## src/rtl/display_drop_pkg.sv

```systemverilog
// Shared state encoding, seven-segment glyphs and 4-character messages for the drop display blocks.
package display_drop_pkg;

  typedef enum logic [1:0] {
    ST_COLD = 2'd0,
    ST_HOT  = 2'd1,
    ST_DROP = 2'd2,
    ST_DONE = 2'd3
  } state_t;

  // Glyphs are bit6=g .. bit0=a, active-high
  localparam logic [6:0] SEG_C     = 7'b0111001;
  localparam logic [6:0] SEG_O     = 7'b1011100;
  localparam logic [6:0] SEG_L     = 7'b0111000;
  localparam logic [6:0] SEG_D     = 7'b1011110;
  localparam logic [6:0] SEG_R     = 7'b1010000;
  localparam logic [6:0] SEG_P     = 7'b1110011;
  localparam logic [6:0] SEG_H     = 7'b1110110;
  localparam logic [6:0] SEG_T     = 7'b1111000;
  localparam logic [6:0] SEG_N     = 7'b1010100;
  localparam logic [6:0] SEG_E     = 7'b1111001;
  localparam logic [6:0] SEG_BLANK = 7'b0000000;

  localparam logic [27:0] MSG_COLD = {SEG_C, SEG_O, SEG_L, SEG_D};
  localparam logic [27:0] MSG_HOT  = {SEG_BLANK, SEG_H, SEG_O, SEG_T};
  localparam logic [27:0] MSG_DROP = {SEG_D, SEG_R, SEG_O, SEG_P};
  localparam logic [27:0] MSG_DONE = {SEG_D, SEG_O, SEG_N, SEG_E};

  function automatic logic [27:0] msg_of(input state_t s);
    case (s)
      ST_HOT:  return MSG_HOT;
      ST_DROP: return MSG_DROP;
      ST_DONE: return MSG_DONE;
      default: return MSG_COLD;
    endcase
  endfunction

endpackage

```

## src/rtl/seg_scan_mux.sv

```systemverilog
// Time-multiplexes a parallel seven-segment bus onto one digit at a time.
// Each digit is held for SCAN_DIV cycles; seg_mux follows seg_bus combinationally for the selected digit.
module seg_scan_mux #(
  parameter int NUM_DIGITS = 4,
  parameter int SCAN_DIV   = 1000
) (
  input  logic                    clk,
  input  logic                    rst,
  input  logic [7*NUM_DIGITS-1:0] seg_bus,
  output logic [6:0]              seg_mux,
  output logic [NUM_DIGITS-1:0]   dig_sel
);

  localparam int CW = (SCAN_DIV > 1) ? $clog2(SCAN_DIV) : 1;

  logic [CW-1:0]         r_cnt;
  logic [NUM_DIGITS-1:0] r_sel;
  logic [6:0]            w_mux;

  always_ff @(posedge clk) begin
    if (rst) begin
      r_cnt <= '0;
      r_sel <= NUM_DIGITS'(1);
    end else if (r_cnt == CW'(SCAN_DIV - 1)) begin
      r_cnt <= '0;
      r_sel <= {r_sel[NUM_DIGITS-2:0], r_sel[NUM_DIGITS-1]};
    end else begin
      r_cnt <= r_cnt + CW'(1);
    end
  end

  // Digit 0 sits in the MSBs of the bus
  always_comb begin
    w_mux = '0;
    for (int i = 0; i < NUM_DIGITS; i++) begin
      if (r_sel[i]) w_mux = w_mux | seg_bus[7*(NUM_DIGITS-1-i) +: 7];
    end
  end

  assign seg_mux = w_mux;
  assign dig_sel = r_sel;

endmodule

```

## src/rtl/display_and_drop_ctrl.sv

```systemverilog
// Baggage-drop decision FSM (COLD/HOT/DROP/DONE) with timed drop pulse and seven-segment status message.
// All outputs come from registers; input changes appear on outputs one cycle later.
module display_and_drop_ctrl
  import display_drop_pkg::*;
#(
  parameter int T_WIDTH    = 16,
  parameter int NUM_DIGITS = 4,
  parameter int DROP_HOLD  = 8,
  parameter int HYST       = 2,
  parameter int SCAN_DIV   = 1000
) (
  input  logic                    clk,
  input  logic                    rst,
  input  logic [T_WIDTH-1:0]      t_act,
  input  logic [T_WIDTH-1:0]      t_lim,
  input  logic                    drop_en,
  output logic                    drop_activated,
  output logic [7*NUM_DIGITS-1:0] seg_bus,
  output logic [6:0]              seg_mux,
  output logic [NUM_DIGITS-1:0]   dig_sel,
  output logic [1:0]              state_o
);

  localparam int BW = 7 * NUM_DIGITS;
  localparam int HW = (DROP_HOLD > 1) ? $clog2(DROP_HOLD) : 1;
  localparam logic [T_WIDTH:0] HYST_W = (T_WIDTH+1)'(HYST);

  state_t          r_state, w_next;
  logic [HW-1:0]   r_hold, w_hold_next;
  logic            r_drop;
  logic [BW-1:0]   r_seg;
  logic [T_WIDTH:0] w_thr;
  logic            w_below, w_cool;

  assign w_below = t_act < t_lim;
  // Threshold saturates at zero so small limits never wrap into a huge value
  assign w_thr   = ({1'b0, t_lim} >= HYST_W) ? ({1'b0, t_lim} - HYST_W) : '0;
  assign w_cool  = {1'b0, t_act} < w_thr;

  always_comb begin
    w_next      = r_state;
    w_hold_next = '0;
    case (r_state)
      ST_COLD: if (drop_en) w_next = w_below ? ST_DROP : ST_HOT;
      ST_HOT: begin
        if (!drop_en)    w_next = ST_COLD;
        else if (w_cool) w_next = ST_DROP;
      end
      ST_DROP: begin
        if (!drop_en)                            w_next = ST_COLD;
        else if (r_hold == HW'(DROP_HOLD - 1))   w_next = ST_DONE;
      end
      ST_DONE: if (!drop_en) w_next = ST_COLD;
      default: w_next = ST_COLD;
    endcase
    if (r_state == ST_DROP && w_next == ST_DROP) w_hold_next = r_hold + HW'(1);
  end

  always_ff @(posedge clk) begin
    if (rst) begin
      r_state <= ST_COLD;
      r_hold  <= '0;
      r_drop  <= 1'b0;
      r_seg   <= BW'(MSG_COLD);
    end else begin
      r_state <= w_next;
      r_hold  <= w_hold_next;
      r_drop  <= (w_next == ST_DROP);
      r_seg   <= BW'(msg_of(w_next));
    end
  end

  seg_scan_mux #(
    .NUM_DIGITS (NUM_DIGITS),
    .SCAN_DIV   (SCAN_DIV)
  ) u_scan (
    .clk     (clk),
    .rst     (rst),
    .seg_bus (r_seg),
    .seg_mux (seg_mux),
    .dig_sel (dig_sel)
  );

  assign drop_activated = r_drop;
  assign seg_bus        = r_seg;
  assign state_o        = r_state;

endmodule

```

## config.mk

```make
export PLATFORM = sky130hd
export DESIGN_NAME = display_and_drop_ctrl
export DESIGN_NICKNAME = d
export VERILOG_FILES = /design/src/rtl/display_drop_pkg.sv /design/src/rtl/seg_scan_mux.sv /design/src/rtl/display_and_drop_ctrl.sv
export SDC_FILE = /design/constraint.sdc
export NUM_CORES = 1
export LEC_CHECK = 0
export ABC_AREA = 1
export CAP_MARGIN = 20
export CORE_ASPECT_RATIO = 1.5
export CORE_UTILIZATION = 52
export CTS_BUF_LIST = sky130_fd_sc_hd__clkbuf_8
export CTS_CLUSTER_SIZE = 12
export DETAILED_ROUTE_END_ITERATION = 12
export GPL_TIMING_DRIVEN = 0
export MAX_ROUTING_LAYER = met4
export PLACE_DENSITY = 0.88
export SYNTH_ARGS = -nofsm -noshare
export SYNTH_HDL_FRONTEND = slang
export SYNTH_SLANG_ARGS = --single-unit
```

## constraint.sdc

```tcl
create_clock -name clk -period 5.9 [get_ports clk]
set_input_delay 1.18 -clock clk [delete_from_list [all_inputs] [get_ports clk]]
set_output_delay 1.18 -clock clk [all_outputs]
set_load 0.02 [all_outputs]
```

==> results.yml, run 1 <==
timing:
  skew_ps: 7.97
  hold_viol: 0
  tns_ps: 0
  fin_crit_ps: 4680
  slew_violations: 0
  fmax_ghz: 0.214
  period_share_pct: 79.2
  finalSetupViolCount: 0
  rsz0062_at_grt: "no"
global_routing:
  grt_pass1_vias: 2434
  grt_max_degree: 11
  overflow: 0
  antenna_found_initial: 0
  grt_first_pass_wirelength_um: 9890
  globalRouteTotalUtil_pct: 25.0
detailed_routing:
  met3_length_um: 227
  first_pass_iters: 4
  viasPerCell: 5.03
  top_layer: "met4"
  vias: 2630
  wire_per_inst_um: 11.5
  antenna_left: 0
  drc_errors: 0
  met1_length_um: 2280
  drt-total-wl_um: 5990
  met2WireLength_um: 3270
  drt_iter0_drc: 129
place:
  dp.cells: 515
  port_buffers: 68
  gp_congestion: 0.926
  dp_hpwl_um: 5030
finish:
  layout.nets: 532
  n_antenna_cell: 0
  seq_area_um2: 581
  fillers: 387
  fin_util_pct: 73.0
  layout_commonest_cell: "nand2_1"
  layout_common_cells: "nand2_1 (79), clkdlybuf4s50_1 (68), inv_1 (41), ha_1 (41), nor2_1 (33)"
  multi_input_area_um2: 1700
  fin_cells: 523
  area_growth_syn_to_layout_pct: 34.6
  drive_gt1_share_pct: 14.2
setup_path:
  cpMaxStageDelayCell: "clkdlybuf4s50_1"
  crit_path_end_kind: "register"
  crit_fanout: 10
  r2r_cells: 10
  crit_path_max_incr_delay_ps: 500
  cpLargestDelayFamily: "simple AND/OR/NAND/NOR gates"
  arrival_ps: 4900
  crit_cells: 27
  critPathKind: "in -> reg"
  critPathBufInv: 6
  cp-start-kind: "input port"
  crit_required_ps: 6120
cts:
  cts_buffers: 5
  cts_resized: 0
  cts-hold-fix-buffers: 0
  insertion_delay_ps: 280
  cts_max_level: 2
  clockBufferDepth: 2
  clock_sinks: 29
  root_buffer: "clkbuf_8"
  cts_setup_buffers: 0
  clkTransAtPathRegs_ps: 60
  tritoncts: "yes"
synthesis:
  ys_ff_latch: 29
  synth.yosys.seq_area_share_pct: 22.3
  syn_area_per_cell_um2: 6.95
  ys_types: 30
  ys.flop_type: "dfxtp_1"
  synthCells: 375
  syn_area_um2: 2610
  yosysWarnings: 0
  async_flop_share_pct: 0
  synth_edf_count: 0
die:
  dieArea_um2: 5310
  die_h_um: 88.7
  core_um2: 4810
  die_w_um: 59.8
  num_rows: 31
  initial_core_util_pct: 54.2
  ioPinCount: 77
min_path:
  min_path_cells: 1
  hold_path.class: "reg -> reg"
pwr:
  finalPower_mw: 0.630
  leakagePower_nw: 1.66
  power_density_nw_per_um2: 180
  vdd_ir_drop_max_mv: 0.0984
flow_run:
  maxCapViolCount: 0
run_status:
  outcome: "finished, final reports clean"
==> sequential cells by signal (all words and copies together), names as in the netlist <==
name	flops
u_scan.r_cnt	10
seg_bus	9
u_scan.dig_sel	4
r_hold	3
state_o	2
drop_activated	1
==> cell families (layout without fill, tap and decap cells) <==
group                    Yosys count  after routing  synth area share (%)
flip-flops                        29             29                  22.3
XOR/XNOR                           5              5                  1.68
buffers and inverters             73            149                  13.2
AND/OR/NAND/NOR                  182            182                  33.6
AO/OA/AOI/OAI                     43             43                  9.21
other                              2              8                 0.288
adder cells (fa/ha/maj)           41             41                  19.7
==> routing by layer <==
metal / GRT usage (%) / up-vias
met5: - / -
met4: 14.6 / 0
met3: 2.78 / 17
met2: 47.5 / 90
met1: 23.2 / 1165
li1: - / 1358
==> synthesized netlist by cell type, drive strengths merged, types with 4 or more instances <==
cell / instances / share of area (%)
ha: 41 / 20
nand4: 6 / 1.4
xor2: 5 / 1.7
nand3: 30 / 6.7
o21a: 4 / 1.2
inv: 52 / 7.5
o21ai: 12 / 2.3
a21oi: 22 / 4.2
nor3: 9 / 1.9
dfxtp: 29 / 22
nand2: 87 / 14
buf: 19 / 5.5
nor2: 44 / 8.2
==> report_power, final <==
group | internal [mW] | leakage (nW) | switching [mW]
Sequential | 0.205 | 0.236 | 0.00861
Combinational | 0.0997 | 1.36 | 0.107
Clock | 0.136 | 0.0626 | 0.0744
==> final timing paths <==
kind | slack, ps | from | to
max | 1220 | t_lim[2] | r_hold[2]$_SDFF_PP0_
min | 420 | r_hold[0]$_SDFF_PP0_ | r_hold[0]$_SDFF_PP0_
max reg2reg | 3900 | r_hold[0]$_SDFF_PP0_ | r_hold[2]$_SDFF_PP0_
min reg2reg | 420 | r_hold[0]$_SDFF_PP0_ | r_hold[0]$_SDFF_PP0_
==> layout make-up <==
type                       instances  share of cell area (%)
buffer                            20                    4.17
clock inverter                     2                   0.963
multi-input combinational        279                    48.6
sequential                        29                    16.5
timing repair buffer              68                    19.4
clock buffer                       6                    2.35
tap                               66                    2.35
inverter                          53                    5.67
==> per-stage QoR <==
step	area [um2]	hold WS [ps]	worst slack [ps]
floorplan	2630	399	2000
CTS	3510	426	1230
finish	3510	424	1220
global placement	3390	407	1060
global route	3510	441	779
detailed placement	3390	413	979
(Power assumes the default switching activity.)
==> inputs of run 2 (changes only) <==
--- a/config.mk
+++ b/config.mk
@@ -8,13 +8,13 @@
 export ABC_AREA = 1
 export CAP_MARGIN = 20
 export CORE_ASPECT_RATIO = 1.5
-export CORE_UTILIZATION = 52
+export CORE_UTILIZATION = 45
 export CTS_BUF_LIST = sky130_fd_sc_hd__clkbuf_8
 export CTS_CLUSTER_SIZE = 12
 export DETAILED_ROUTE_END_ITERATION = 12
 export GPL_TIMING_DRIVEN = 0
 export MAX_ROUTING_LAYER = met4
-export PLACE_DENSITY = 0.88
+export PLACE_DENSITY = 0.81
 export SYNTH_ARGS = -nofsm -noshare
 export SYNTH_HDL_FRONTEND = slang
 export SYNTH_SLANG_ARGS = --single-unit
==> constraint.sdc (replaced) <==
create_clock -name clk -period 4.2 [get_ports clk]
set_input_delay 0.84 -clock clk [delete_from_list [all_inputs] [get_ports clk]]
set_output_delay 0.84 -clock clk [all_outputs]
set_load 0.02 [all_outputs]
==> run 2 against run 1 <==
Effect of this change:
- clock power increased by 6%
- sequential share of layout area decreased by 0.14 points
- sequential power increased by 40%
- global-route usage decreased by 4.5 points
- register-to-register slack got worse by 1500 ps
- power increased by 29%
- flip-flop and latch count unchanged
- core utilization decreased by 9.0 points
- first-iteration DRC count decreased by 20%
- clock skew decreased by 4.3 ps
==> results.yml, run 2 (synthesis results as in run 1) <==
run_status:
  outcome: "finished, final reports clean"
cts:
  insertion_delay_ps: 270
  cts_buffers: 5
  clock_sinks: 29
  tritoncts: "yes"
  cts_max_level: 2
  root_buffer: "clkbuf_8"
  clockBufferDepth: 2
  clkTransAtPathRegs_ps: 60
place:
  dp_hpwl_um: 4970
  port_buffers: 68
  dp.cells: 519
  placed_area_um2: 3400
  detailedPlace.worstSlack_ps: -378
  gp_congestion: 0.892
timing:
  period_share_pct: 93.7
  fin_crit_ps: 3940
  hold_viol: 0
  fmax_ghz: 0.254
  tns_ps: 0
  setup_slack_ps: 265
  hold_slack_ps: 427
  finalSetupViolCount: 0
  slew_violations: 0
  skew_ps: 3.68
finish:
  layout_common_cells: "nand2_1 (79), clkdlybuf4s50_1 (66), ha_1 (40)"
  fillers: 523
  design_area_um2: 3540
  fin_util_pct: 64.0
  layout_commonest_cell: "nand2_1"
  n_antenna_cell: 0
  layout.nets: 533
  drive_gt1_share_pct: 15.5
  top_register: "u_scan.r_cnt"
  largest_reg_flops: 10
  area_growth_syn_to_layout_pct: 35.7
  fin_cells: 527
detailed_routing:
  drt-total-wl_um: 5800
  first_pass_iters: 4
  vias: 2601
  drt_iter0_drc: 103
  viasPerCell: 4.94
  drc_errors: 0
  antenna_left: 0
  wire_per_inst_um: 11.0
global_routing:
  use_met3_pct: 2.87
  overflow: 0
  grt_first_pass_wirelength_um: 9790
  antenna_found_initial: 0
  grt_max_degree: 11
  grtUsageMet1_pct: 18.9
  grt.busiest_layer: "met2"
  grtUsageMet2_pct: 42.4
  globalRouteTotalUtil_pct: 20.5
  grt_pass1_vias: 2435
pwr:
  finalPower_mw: 0.815
  vdd_ir_drop_max_mv: 0.101
  power_density_nw_per_um2: 230
  leakagePower_nw: 1.68
min_path:
  min_path_cells: 1
  hold_end: "r_hold[0]$_SDFF_PP0_"
  hold_start: "r_hold[0]$_SDFF_PP0_"
  hold_path.class: "reg -> reg"
die:
  core_um2: 5530
  die_w_um: 64.2
  die_h_um: 95.2
  num_rows: 33
  initial_core_util_pct: 47.1
  dieArea_um2: 6110
  ioPinCount: 77
setup_path:
  critPathBufInv: 6
  arrival_ps: 4100
  rr_endpoint: "r_hold[2]$_SDFF_PP0_"
  crit_required_ps: 4360
  r2r_slack_ps: 2410
  r2r_cells: 10
  cpLargestDelayFamily: "simple AND/OR/NAND/NOR gates"
  critPathKind: "in -> reg"
  crit_fanout: 6
  crit_path_max_incr_delay_ps: 470
  cp_cell_sequence: "clkdlybuf4s50_1, inv_2, nand2_4, nor2_4, nand2_2, nor3_4, inv_1, o21ai_0, nand3_1, ha_1, nand2_1, inv_1, nand3_1, nor2_1, nand3_1, nand2_1, inv_1, nand2_2, nand3_2, nand3_2, inv_2, ha_1, or2_2"
  crit_path_end_kind: "register"
  cpMaxStageDelayCell: "clkdlybuf4s50_1"
  cp-start-kind: "input port"
  r2r-start: "r_hold[0]$_SDFF_PP0_"
flow_run:
  maxCapViolCount: 0
## run 2: where the power goes
group	internal [mW]	total [mW]	leakage (nW)	switching [mW]
combinational	0.142	0.293	1.39	0.151
sequential	0.288	0.300	0.236	0.0119
clock	0.127	0.223	0.0485	0.0958
## run 2: timing repair
| item | CTS | global route |
|---|---|---|
| buffers inserted | 0 | 1 |
| pin swaps | 0 | 1 |
| endpoints found under the setup margin | 4 | 9 |
| hold buffers | 0 | 0 |
| resized for setup | 1 | 14 |
## run 2: layout make-up
type                            count  area [um2]  area share (%)
Multi-Input combinational cell    279        1740            49.2
Tap cell                           70        87.6            2.47
Sequential cell                    29         581            16.4
Timing Repair Buffer               69         693            19.6
Buffer                             20         150            4.24
Clock buffer                        6        82.6            2.33
Clock inverter                      1        3.75           0.106
Inverter                           53         199            5.62
## run 2: worst max path at each step
stage | slack (ps) | cells after the start | start | to
2_1_floorplan | 640 | 23 | t_lim[1] | seg_bus[17]$_SDFF_PP1_
3_3_place_gp | -290 | 24 | t_lim[2] | seg_bus[17]$_SDFF_PP1_
3_5_place_dp | -380 | 27 | t_lim[2] | r_hold[2]$_SDFF_PP0_
4_1_cts | 90 | 27 | t_lim[2] | r_hold[2]$_SDFF_PP0_
5_1_grt | -1 | 28 | t_lim[4] | r_hold[1]$_SDFF_PP0_
6_report | 260 | 23 | t_lim[4] | seg_bus[17]$_SDFF_PP1_
## run 2: worst reg2reg max path, delay by kind of cell, from the launching register on
family	cells	cell delay, ps
AO/OA/AOI/OAI	1	180
adder cells (fa/ha/maj)	3	530
buffers and inverters	2	180
flip-flops	1	310
AND/OR/NAND/NOR	4	530
## run 2: per-layer routing
layer / part of all wire [%] / vias up
met5: 0 / -
met4: 0.88 / 0
met3: 3.5 / 7
met2: 56 / 73
met1: 39 / 1163
li1: - / 1358
==> inputs of run 3 (changes only) <==
--- a/config.mk
+++ b/config.mk
@@ -8,13 +8,14 @@
 export ABC_AREA = 1
 export CAP_MARGIN = 20
 export CORE_ASPECT_RATIO = 1.5
-export CORE_UTILIZATION = 45
+export CORE_UTILIZATION = 52
 export CTS_BUF_LIST = sky130_fd_sc_hd__clkbuf_8
 export CTS_CLUSTER_SIZE = 12
 export DETAILED_ROUTE_END_ITERATION = 12
+export DONT_BUFFER_PORTS = 1
 export GPL_TIMING_DRIVEN = 0
 export MAX_ROUTING_LAYER = met4
-export PLACE_DENSITY = 0.81
+export PLACE_DENSITY = 0.71
 export SYNTH_ARGS = -nofsm -noshare
 export SYNTH_HDL_FRONTEND = slang
 export SYNTH_SLANG_ARGS = --single-unit
==> run 3 against run 2 <==
Effect of this change:
- final area decreased by 21%
- flip-flop and latch count is the same
- non-clock buffer count decreased by 69
- global-route usage about the same
- worst setup slack improved by 130 ps
- critical path depth increased by 1
- register-to-register slack lost 170 ps
- largest cell class unchanged
- critical path type unchanged
- combinational power decreased by 38%
==> results.yml, run 3 (synthesis results as in run 1) <==
place:
  port_buffers: 0
  dp_hpwl_um: 4570
  gp_congestion: 0.828
cts:
  cts_buffers: 5
  insertion_delay_ps: 280
  clockBufferDepth: 2
  clkTransAtPathRegs_ps: 60
  cts_resized: 0
  root_buffer: "clkbuf_8"
  cts-hold-fix-buffers: 0
  tritoncts: "yes"
  clock_sinks: 29
  cts_setup_buffers: 0
  cts_max_level: 2
die:
  core_um2: 4810
  dieArea_um2: 5310
  initial_core_util_pct: 54.2
  die_h_um: 88.7
  die_w_um: 59.8
  ioPinCount: 77
  num_rows: 31
setup_path:
  critPathKind: "in -> reg"
  cp_cell_sequence: "nor2_1, nand2_1, nor2_1, nand2_1, nand2_2, clkbuf_1, nand3_1, ha_1, a21oi_1, o21ai_0, nand2_1, nand2_1, nand3_1, nand2_1, inv_1, nand2_2, nand3_2, nand3_2, inv_1, ha_1, inv_1, nor2_1, nand2_1, nor2_1"
  r2r_slack_ps: 2240
  crit_fanout: 10
  crit_required_ps: 4410
  cpLargestDelayFamily: "simple AND/OR/NAND/NOR gates"
  cp-start-kind: "input port"
  cp_common_cell: "nand2_1"
  cpMaxStageDelayCell: "clkbuf_1"
  arrival_ps: 4010
  critPathBufInv: 4
  crit_path_max_incr_delay_ps: 370
  crit_path_end_kind: "register"
timing:
  slew_violations: 0
  hold_slack_ps: 460
  finalSetupViolCount: 0
  fin_crit_ps: 3800
  worst_pin_slew_ps: 521
  period_share_pct: 90.5
  hold_viol: 0
  rsz0062_at_grt: "no"
  skew_ps: 4.52
  slew_headroom_pct: 65.0
  tns_ps: 0
  fmax_ghz: 0.263
flow_run:
  maxCapViolCount: 0
finish:
  layout.nets: 464
  fin_util_pct: 58.2
  area_growth_syn_to_layout_pct: 7.34
  top_register: "u_scan.r_cnt"
  layout_common_cells: "nand2_1 (79), inv_1 (41), ha_1 (41)"
  layout_commonest_cell: "nand2_1"
  n_antenna_cell: 0
  multi_input_area_um2: 1700
  drive_gt1_share_pct: 16.5
  largest_reg_flops: 10
  fillers: 506
  seq_area_um2: 581
min_path:
  hold_path.class: "reg -> reg"
global_routing:
  overflow: 0
  grt.busiest_layer: "met2"
  grt_first_pass_wirelength_um: 8130
  globalRouteTotalUtil_pct: 20.5
  antenna_found_initial: 0
  grt_max_degree: 11
  grt_pass1_vias: 2041
  grtUsageMet1_pct: 18.8
  grtUsageMet2_pct: 40.9
  use_met3_pct: 3.95
detailed_routing:
  wire_per_inst_um: 11.7
  vias: 2312
  drt_iter0_drc: 97
  drt-total-wl_um: 5300
  drc_errors: 0
  antenna_left: 0
  viasPerCell: 5.09
  first_pass_iters: 4
pwr:
  vdd_ir_drop_max_mv: 0.109
  power_density_nw_per_um2: 256
  leakagePower_nw: 1.38
run_status:
  outcome: "finished, final reports clean"
run 3: cell types whose count changed in the layout (fill, tap and decap cells not counted), moves of 2 or more:
cell,delta
buf_4,-2
inv_1,+2
inv_2,-2
dlymetal6s2s_1,-2
clkdlybuf4s50_1,-66
run 3: where the power goes:
group	switching (mW)	total [mW]	internal, mW
Sequential	0.0251	0.313	0.288
Clock	0.0944	0.221	0.127
Combinational	0.111	0.183	0.0715
run 3: final timing paths:
check / cells past startpoint / to / startpoint
worst max-delay path: 24 / r_hold[0]$_SDFF_PP0_ / t_lim[6]
worst max register to register: 10 / r_hold[0]$_SDFF_PP0_ / r_hold[0]$_SDFF_PP0_
worst min-delay path: 1 / u_scan.r_cnt[0]$_SDFF_PP0_ / u_scan.r_cnt[0]$_SDFF_PP0_
worst min register to register: 1 / u_scan.r_cnt[0]$_SDFF_PP0_ / u_scan.r_cnt[0]$_SDFF_PP0_
run 3: stage by stage:
stage               instances  setup slack (ps)  cell area (um2)  total power [mW]
global placement          447               131             2710             0.497
floorplan                 381               636             2630             0.473
finish                    454               399             2800             0.718
CTS                       454               372             2800             0.726
detailed placement        447               109             2710             0.503
global route              454              13.1             2800             0.766
run 3: metal layers:
metal,part of all wire (%),wire [um]
met5,0,0
met2,57,3000
met1,37,1960
met4,1.2,64
met3,5.1,272
run 3: worst reg2reg max path: cells and delay by family, from the launching register on:
family	cells	cell delay [ps]
compound gates	1	180
fa+ha+maj	3	540
buf+inv	2	210
flops	1	320
simple gates	4	630
run 3: layout make-up:
cell class,instances,share of cell area (%)
Sequential cell,29,20.7
Tap cell,66,2.95
Clock buffer,6,2.95
Inverter,53,7.11
Clock inverter,1,0.134
Buffer,20,5.23
Multi-Input combinational cell,279,60.9
